===== src/rtl/uart_tx_sched_pkg.sv =====
// Shared definitions for the uart_tx scheduler: FSM encoding, hex helper, baud constant.
// Optional hex-dump mode is enabled by defining UART_SCHED_HEX_EN.
package uart_tx_sched_pkg;

    localparam int unsigned CLK_HZ       = 48000000;
    localparam int unsigned BAUD         = 115200;
    localparam int unsigned CLKS_PER_BIT = CLK_HZ / BAUD;

`ifdef UART_SCHED_HEX_EN
    typedef enum logic [2:0] {
        ST_IDLE      = 3'd0,
        ST_ACCEPT    = 3'd1,
        ST_LOAD      = 3'd2,
        ST_WAIT_ACT  = 3'd3,
        ST_WAIT_DONE = 3'd4,
        ST_HEX_LO    = 3'd5
    } sched_state_e;
`else
    typedef enum logic [2:0] {
        ST_IDLE      = 3'd0,
        ST_ACCEPT    = 3'd1,
        ST_LOAD      = 3'd2,
        ST_WAIT_ACT  = 3'd3,
        ST_WAIT_DONE = 3'd4
    } sched_state_e;
`endif

    // Uppercase ASCII character for one nibble.
    function automatic logic [7:0] nib2hex(input logic [3:0] nib);
        if (nib < 4'd10) begin
            return 8'h30 + {4'h0, nib};
        end
        return 8'h37 + {4'h0, nib};
    endfunction

endpackage


===== src/rtl/uart_tx_sched_rr_arbiter.sv =====
// Combinational round-robin picker: first requesting port at or after the pointer, one-hot out.
module uart_tx_sched_rr_arbiter #(
    parameter int unsigned NUM_REQ = 2,
    parameter int unsigned IDX_W   = (NUM_REQ > 1) ? $clog2(NUM_REQ) : 1
) (
    input  logic [NUM_REQ-1:0] req_i,
    input  logic [IDX_W-1:0]   ptr_i,
    output logic [NUM_REQ-1:0] gnt_o
);

    logic             found;
    logic [IDX_W-1:0] pos;

    always_comb begin
        gnt_o = '0;
        found = 1'b0;
        pos   = '0;
        for (int unsigned off = 0; off < NUM_REQ; off++) begin
            pos = IDX_W'((32'(ptr_i) + off) % NUM_REQ);
            if (!found && req_i[pos]) begin
                gnt_o[pos] = 1'b1;
                found      = 1'b1;
            end
        end
    end

endmodule


===== src/rtl/uart_tx_sched.sv =====
// Round-robin, packet-locking scheduler feeding one uart_tx serializer from NUM_REQ byte streams.
// Define UART_SCHED_HEX_EN to send HEX_MASK-selected ports as two ASCII hex characters per byte.
module uart_tx_sched
    import uart_tx_sched_pkg::*;
#(
    parameter int unsigned NUM_REQ      = 2,
    parameter int unsigned LOCK_TIMEOUT = 4800,
    parameter logic [7:0]  HEX_MASK     = 8'h00
) (
    input  logic                   clk48,
    input  logic                   rst,
    input  logic [NUM_REQ-1:0]     req_valid,
    input  logic [8*NUM_REQ-1:0]   req_data,
    input  logic [NUM_REQ-1:0]     req_last,
    output logic [NUM_REQ-1:0]     req_ready,
    output logic                   tx_dv,
    output logic [7:0]             tx_byte,
    input  logic                   tx_active,
    input  logic                   tx_done,
    output logic [NUM_REQ-1:0]     grant,
    output logic                   busy
);

    localparam int unsigned IDX_W = (NUM_REQ > 1) ? $clog2(NUM_REQ) : 1;
    localparam int unsigned CNT_W = $clog2(LOCK_TIMEOUT + 1);

    sched_state_e       state_q;
    logic [NUM_REQ-1:0] grant_q;
    logic [IDX_W-1:0]   idx_q;
    logic [IDX_W-1:0]   rr_q;
    logic [CNT_W-1:0]   cnt_q;
    logic               tx_dv_q;
    logic [7:0]         tx_byte_q;
    logic               last_q;

    logic [NUM_REQ-1:0] arb_gnt;
    logic [IDX_W-1:0]   arb_idx;
    logic [IDX_W-1:0]   rr_next_d;
    logic [CNT_W-1:0]   cnt_d;
    logic               sel_valid;
    logic               sel_last;
    logic [7:0]         sel_data;

`ifdef UART_SCHED_HEX_EN
    logic [3:0]         lo_nib_q;
    logic               hex_pend_q;
`else
    // HEX_MASK has no effect without the hex feature.
    logic               unused_hex_mask;
    assign unused_hex_mask = ^HEX_MASK;
`endif

    uart_tx_sched_rr_arbiter #(
        .NUM_REQ (NUM_REQ),
        .IDX_W   (IDX_W)
    ) u_arb (
        .req_i (req_valid),
        .ptr_i (rr_q),
        .gnt_o (arb_gnt)
    );

    // Encode arbiter grant; mux the owner's request signals.
    always_comb begin
        arb_idx   = '0;
        sel_valid = 1'b0;
        sel_last  = 1'b0;
        sel_data  = 8'h00;
        for (int unsigned i = 0; i < NUM_REQ; i++) begin
            if (arb_gnt[i]) begin
                arb_idx = IDX_W'(i);
            end
            if (idx_q == IDX_W'(i)) begin
                sel_valid = req_valid[i];
                sel_last  = req_last[i];
                sel_data  = req_data[8*i +: 8];
            end
        end
    end

    assign rr_next_d = (idx_q == IDX_W'(NUM_REQ - 1)) ? '0 : idx_q + 1'b1;
    assign cnt_d     = (&cnt_q) ? cnt_q : cnt_q + 1'b1;

    assign req_ready = (state_q == ST_ACCEPT) ? (grant_q & req_valid) : '0;
    assign tx_dv     = tx_dv_q;
    assign tx_byte   = tx_byte_q;
    assign grant     = grant_q;
    assign busy      = (state_q != ST_IDLE);

    always_ff @(posedge clk48) begin
        if (rst) begin
            state_q   <= ST_IDLE;
            grant_q   <= '0;
            idx_q     <= '0;
            rr_q      <= '0;
            cnt_q     <= '0;
            tx_dv_q   <= 1'b0;
            tx_byte_q <= 8'h00;
            last_q    <= 1'b0;
`ifdef UART_SCHED_HEX_EN
            lo_nib_q   <= 4'h0;
            hex_pend_q <= 1'b0;
`endif
        end else begin
            tx_dv_q <= 1'b0;
            case (state_q)
                // uart_tx may still be finishing a frame from before reset.
                ST_IDLE: begin
                    if (!tx_active && (|req_valid)) begin
                        grant_q <= arb_gnt;
                        idx_q   <= arb_idx;
                        cnt_q   <= '0;
                        state_q <= ST_ACCEPT;
                    end
                end
                ST_ACCEPT: begin
                    if (sel_valid) begin
                        tx_byte_q <= sel_data;
                        last_q    <= sel_last;
                        cnt_q     <= '0;
                        tx_dv_q   <= 1'b1;
                        state_q   <= ST_LOAD;
`ifdef UART_SCHED_HEX_EN
                        if (HEX_MASK[idx_q]) begin
                            tx_byte_q  <= nib2hex(sel_data[7:4]);
                            lo_nib_q   <= sel_data[3:0];
                            hex_pend_q <= 1'b1;
                        end
`endif
                    end else if (cnt_d == CNT_W'(LOCK_TIMEOUT)) begin
                        grant_q <= '0;
                        rr_q    <= rr_next_d;
                        state_q <= ST_IDLE;
                    end else begin
                        cnt_q <= cnt_d;
                    end
                end
                ST_LOAD: begin
                    state_q <= ST_WAIT_ACT;
                end
                ST_WAIT_ACT: begin
                    if (tx_active) begin
                        state_q <= ST_WAIT_DONE;
                    end
                end
                ST_WAIT_DONE: begin
`ifdef UART_SCHED_HEX_EN
                    if (tx_done && hex_pend_q) begin
                        state_q <= ST_HEX_LO;
                    end else
`endif
                    if (tx_done) begin
                        if (last_q) begin
                            grant_q <= '0;
                            rr_q    <= rr_next_d;
                            state_q <= ST_IDLE;
                        end else begin
                            cnt_q   <= '0;
                            state_q <= ST_ACCEPT;
                        end
                    end
                end
`ifdef UART_SCHED_HEX_EN
                ST_HEX_LO: begin
                    tx_byte_q  <= nib2hex(lo_nib_q);
                    hex_pend_q <= 1'b0;
                    tx_dv_q    <= 1'b1;
                    state_q    <= ST_LOAD;
                end
`endif
                default: begin
                    state_q <= ST_IDLE;
                end
            endcase
        end
    end

endmodule


===== config.mk =====
export PLATFORM = sky130hd
export DESIGN_NAME = uart_tx_sched
export DESIGN_NICKNAME = d
export VERILOG_FILES = /design/src/rtl/uart_tx_sched_pkg.sv /design/src/rtl/uart_tx_sched_rr_arbiter.sv /design/src/rtl/uart_tx_sched.sv
export SDC_FILE = /design/constraint.sdc
export NUM_CORES = 1
export LEC_CHECK = 0
export BUFFER_PORTS_ARGS = -buffer_cell sky130_fd_sc_hd__buf_2
export CORE_ASPECT_RATIO = 1.75
export CORE_MARGIN = 2
export CORE_UTILIZATION = 55
export CTS_CLUSTER_DIAMETER = 150
export DETAILED_ROUTE_END_ITERATION = 8
export PLACE_DENSITY = 0.8
export SLEW_MARGIN = 20
export SYNTH_ARGS = -nofsm -noshare
export SYNTH_HDL_FRONTEND = slang
export SYNTH_SLANG_ARGS = --single-unit

===== constraint.sdc =====
create_clock -name clk48 -period 2.79 [get_ports clk48]
set_input_delay 0.558 -clock clk48 [delete_from_list [all_inputs] [get_ports clk48]]
set_output_delay 0.558 -clock clk48 [all_outputs]
set_load 0.005 [all_outputs]

# [Yosys cells after proc, flatten, opt, wreduce, memory -nomap -nowiden]
# Cells that the tools add are included.
[classes] addsub=3 multipliers=0 div=0 order_cmp=4 n_eq_ne=14 n_shift=0 mux=43 bitwise=3 n_reduce_logical=19
[ops] operator="$mux W13" count=6
[ops] operator="$pmux W13 S3" count=1
[ops] operator="$mux W1" count=17
[ops] operator="$mux W2" count=8
[ops] operator="$mux W3" count=5
[ops] operator="$pmux W3 S5" count=1
[ops] operator="$add A13 B1 Y13 const B" count=1
[ops] operator="$eq A13 B13 Y1 const B" count=1
[ops] operator="$reduce_and A13 Y1" count=1
[ops] operator="$ne A2 B2 Y1 const B" count=6
[ops] operator="$reduce_and A5 Y1" count=2
[ops] operator="$mux W8" count=1
[ops] operator="$eq A3 B2 Y1 const B" count=2
[ops] operator="$pmux W2 S3" count=1
[ops] operator="$reduce_and A6 Y1" count=1
[ops] operator="$reduce_bool A3 Y1" count=2
[ops] operator="$logic_and A1 B1 Y1" count=4
[ops] operator="$lt A1 B2 Y1 const B" count=2
[ops] operator="$reduce_and A2 Y1" count=2
[ops] operator="$reduce_and A4 Y1" count=1
[ops] operator="$reduce_or A2 Y1" count=2
[ops] operator="$eq A3 B1 Y1 const B" count=1
[ops] operator="$eq A3 B3 Y1 const B" count=1
[ops] operator="$logic_not A3 Y1" count=1
[ops] operator="other kinds (12)" count=16
[word_totals] ff_bits=30 latch_bits=0 mem_bits_rw=0 mem_bits_ro=0 in_bits=24 output_inout_bits=14 wordCells=94 mem_count=0

# [Logic depth before layout (Yosys ltp)]
[depth] depth_word=9 ltp_mapped=10

# [Modules after synthesis]
# A second synthesis with hierarchy kept.
[unflattened] cells_unflattened=226 hier_area_um2=1854.3
[by_module_without_submodules] module="uart_tx_sched" instances=1 cells_per_inst=223 area_each_um2=1835.5 seq_area_each_um2=600.6
[by_module_without_submodules] module="uart_tx_sched_rr_arbiter" instances=1 cells_per_inst=3 area_each_um2=18.8 seq_area_each_um2=0.0

# [Least setup slack after synthesis]
# Ideal clock, no wire load.
[synth_path] kind="register -> register" startpoint="reg cnt_q[0]" endpoint="reg cnt_q[7]" t_arrival_ns=2.279 t_required_ns=2.670 slack_ns=0.391 stages_incl_launch_ff=11 path_buffers=2 synth_period_minus_slack_ns=2.399 cell_sequence="dfxtp_1 -> ha_1 -> buf_2 -> nand4_1 -> nor4_1 -> a311oi_1 -> or3_1 -> buf_2 -> o21ai_4 -> nor2_1 -> a211o_1"
[synth_between] elab_chain_cells=5 elab_cells_between_ends=9 classes_between="add/sub: 1; eq/ne: 2; mux: 4; reduce/logical: 2"
[synth_rtl] item="from (decl)" line="uart_tx_sched.sv:31" rtl="logic [CNT_W-1:0] cnt_q;"
[synth_rtl] item="from (signal assigned)" line="uart_tx_sched.sv:134" rtl="cnt_q <= cnt_d;"
[synth_rtl] item="$add A13 B1 Y13 / $reduce_and A13 Y1 (equally long branches)" line="uart_tx_sched.sv:81" rtl="assign cnt_d = (&cnt_q) ? cnt_q : cnt_q + 1'b1;"
[synth_rtl] item="$mux W13 *" line="uart_tx_sched.sv:81"
[synth_rtl] item="$eq A13 B13 Y1 / $mux W13 (equally long branches)" line="uart_tx_sched.sv:129" rtl="end else if (cnt_d == CNT_W'(LOCK_TIMEOUT)) begin"
[synth_rtl] item="$ne A3 B3 Y1 (no line) / $mux W13 (equally long branches)"
[synth_rtl] item="$reduce_and A5 Y1 (no line) / $pmux W13 S3 (equally long branches)"
# Every way passes the cells marked *; elsewhere a longest branch is shown, timed or not. The select of a mux whose other input is x is not followed.
# A chain may end at the register's enable or synchronous reset.

# [Worst setup path after layout]
[layout_path] startpoint="reg cnt_q[3]" endpoint="reg cnt_q[10]"
# The elaborated chain is that of the path after synthesis.

==> results_dict.tcl <==
set metrics [dict create \
    run_status "finished, final reports clean" \
    n_antenna_cell 0 \
    slowest_stage "dfxtp_1" \
    hold_class "flip-flop to flip-flop" \
    cp-start-kind "flip-flop" \
    synth_seq_cells 30 \
    die-height_um 83.16 \
    final_cell_mix "37 x buf_2, 32 x nor2_1, 30 x dfxtp_1, 20 x nand2_1, 13 x mux2i_1" \
    grt_usage_pct 25.77 \
    fin_crit_sh_pct 89.77 \
    grt_pass1_vias 1876 \
    core_mm2 0.003398 \
    yosys_warnings 0 \
    cts_buffers 5 \
    dp_hpwl_um 3741 \
    yosysUniqueCellTypes 56 \
    max_cap_violations 0 \
    cts-htree-levels 2 \
    drc_errors 0 \
    max-slew-margin-rel_pct 31.31 \
    via_count 2050 \
    r2r_cells 7 \
    cts_root_buf "clkbuf_8" \
    drt-total-wl_um 5092 \
    path_clk_slew_ns 0.06 \
    grt_overflow 0 \
    nNetsFinal 315 \
    max_freq_mhz 399.3 \
    cts_hold_buf 0 \
    finClkSkew_ns 0.003145 \
    rows 28 \
    hold_end "grant[0]$_SDFFE_PP0P_" \
    final_common_cell "buf_2" \
    cts_tree "yes" \
    seq_area_frac_synth_pct 30.50 \
    yosys.area_share.xor_xnor_pct 1.334 \
    rsz0062_at_grt "no" \
    syn2layout_area_growth_pct 18.87 \
    drv_slew 0 \
    max_stage_delay_ns 0.57 \
    synth_top_family_by_area "simple AND/OR/NAND/NOR gates" \
    post-route-min-period_ns 2.505 \
    synth-simple-area-share_pct 32.27 \
    power.density_mw_per_mm2 454.9 \
    path_class "flip-flop to flip-flop" \
    synth_compound_area_share_pct 22.24 \
    cts_setup_buffers 0 \
    peakVddDrop_uv 448.0 \
    dieArea_mm2 0.004094 \
    clock_sinks 30 \
    antenna_found_initial 0 \
    endpoint_kind "flip-flop" \
    p_total_uw 1065 \
    netlist_area_mm2 0.001969 \
    finalSetupViolCount 0 \
    synth_top_area_cell "dfxtp_1" \
    drt-initial-drc-count 78 \
    r2r-start "cnt_q[3]$_SDFFE_PP0P_" \
    synthTopCellsByArea "dfxtp_1 30%, mux2i_1 6.6%, nor2_1 6.1%, nand2_1 3.8%, a211oi_1 3.4%" \
    synth_top_area_share_pct 30.50 \
    die_x_um 49.24 \
    drive_above_1_share_pct 24.74 \
    r2r-end "cnt_q[10]$_SDFFE_PP0P_" \
    avgRoutedWirePerCell_um 15.15 \
    path_max_fanout 11 \
    worst_pin_slew_ns 1.021 \
    grt_max_degree 27 \
    vias_per_cell 6.101 \
    p_leak_uw 0.0008636 \
    critPathRequiredTime_ns 2.97 \
    clock_latency_ns 0.28 \
    r2r_slack_ns 0.29 \
    ant_nets 0 \
    async_flop_share_pct 0 \
    setup_tns_ns 0 \
    clk_path_buf_depth 2 \
    port_buffers 37 \
    synthAdderAreaFrac_pct 0.6353 \
    post_cts_resized 0 \
    ioPinCount 38 \
    synth.avg_cell_area_um2 7.784 \
    hold_depth 2 \
    synth-main-ff-cell "dfxtp_1" \
    synth_fp_nets 278 \
    dr.pass1.iters 4 \
    hold_viol 0 \
    path_cells "nand3_2 > or4b_4 > o21ai_2 > nand4_4 > o32ai_4 > nand2_1 > o21ai_0" \
    initial_core_util_pct 57.95 \
    cp_data_arrival_time_ns 2.68 \
    synth_edf_count 0 \
    synth.area.mux_share_pct 7.179 \
    grt_pass1_wl_um 8404 \
    gp_congestion 0.9857 \
    hold_path_startpoint "grant[0]$_SDFFE_PP0P_" \
    synth_cells 253 \
]
## where the power goes
group          internal (uW)  switching, uW
clock                    249            163
combinational           81.0            106
sequential               449           17.7
## final cells by class
type / count / area [um^2]
fillers: 316 / 1057
clock buffers: 8 / 110.1
repair buffers: 48 / 267.8
inverters: 7 / 26.28
multi-input cells: 198 / 1280
well taps: 45 / 56.30
flip-flops and latches: 30 / 600.6
## cell families after synthesis
| logic type | count (synthesis) |
|---|---|
| and+or+nand+nor | 118 |
| AOI/OAI and AO/OA | 61 |
| DFF | 30 |
| buffers and inverters | 26 |
| muxes | 14 |
| xor gates and xnor gates | 3 |
| adders and majority gates | 1 |
## metal layers
| layer | up-vias | part of all wire [%] | track usage (%) |
|---|---|---|---|
| met5 | - | 0 | 0 |
| met4 | 0 | 3.9 | 13.77 |
| met3 | 19 | 5.8 | 3.957 |
| met2 | 92 | 53 | 46.81 |
| met1 | 935 | 37 | 27.44 |
| li1 | 1004 | - | - |
## per-stage QoR
| stage | hold WS [ns] | util (%) | area (um^2) | setup WS, ns | instances |
|---|---|---|---|---|---|
| 6_report | 0.4784 | 68.89 | 2341 | 0.2855 | 336 |
| 5_1_grt | 0.5166 | 68.89 | 2341 | 0.07905 | 336 |
| 4_1_cts | 0.4870 | 68.11 | 2315 | 0.03970 | 335 |
| 3_5_place_dp | 0.4779 | 64.87 | 2205 | 0.04797 | 327 |
| 3_3_place_gp | 0.4671 | 64.87 | 2205 | 0.1955 | 327 |
| 2_1_floorplan | 0.4773 | - | 1969 | 0.3909 | 253 |
## sequential cells by signal (all words and copies together), names as in the netlist
signal,count
idx_q,1
last_q,1
state_q,3
tx_byte,8
grant,2
rr_q,1
tx_dv,1
cnt_q,13
## cells in the mapped netlist, drive strengths merged, types with 3 or more instances
library cell,count
nor2,33
dfxtp,30
nand2,21
o21ai,14
mux2i,13
nor3,13
buf,11
a21oi,10
nand3,10
a211oi,9
clkbuf,8
nand4,8
a31oi,7
inv,7
nand2b,6
nor4,6
or3,4
and3,3
and4,3
nor2b,3
o211ai,3
o32ai,3
## worst max-delay path: cells and delay by family (launching register included)
family	cells	cell delay, ns
AND/OR/NAND/NOR	4	1.02
flip-flops	1	0.57
AO/OA/AOI/OAI	3	0.80
## worst max path at each step
stage               slack [ns]                   from  cells after the start                endpoint
floorplan                 0.39  cnt_q[0]$_SDFFE_PP0P_                     10   cnt_q[7]$_SDFFE_PP0P_
global placement          0.20  cnt_q[1]$_SDFFE_PP0P_                      8   cnt_q[7]$_SDFFE_PP0P_
detailed placement        0.05  cnt_q[1]$_SDFFE_PP0P_                      8   cnt_q[7]$_SDFFE_PP0P_
CTS                       0.04  cnt_q[1]$_SDFFE_PP0P_                      8   cnt_q[7]$_SDFFE_PP0P_
global route              0.08  cnt_q[3]$_SDFFE_PP0P_                      7  cnt_q[10]$_SDFFE_PP0P_
finish                    0.29  cnt_q[3]$_SDFFE_PP0P_                      7  cnt_q[10]$_SDFFE_PP0P_
Power figures use the tool's default switching activity.
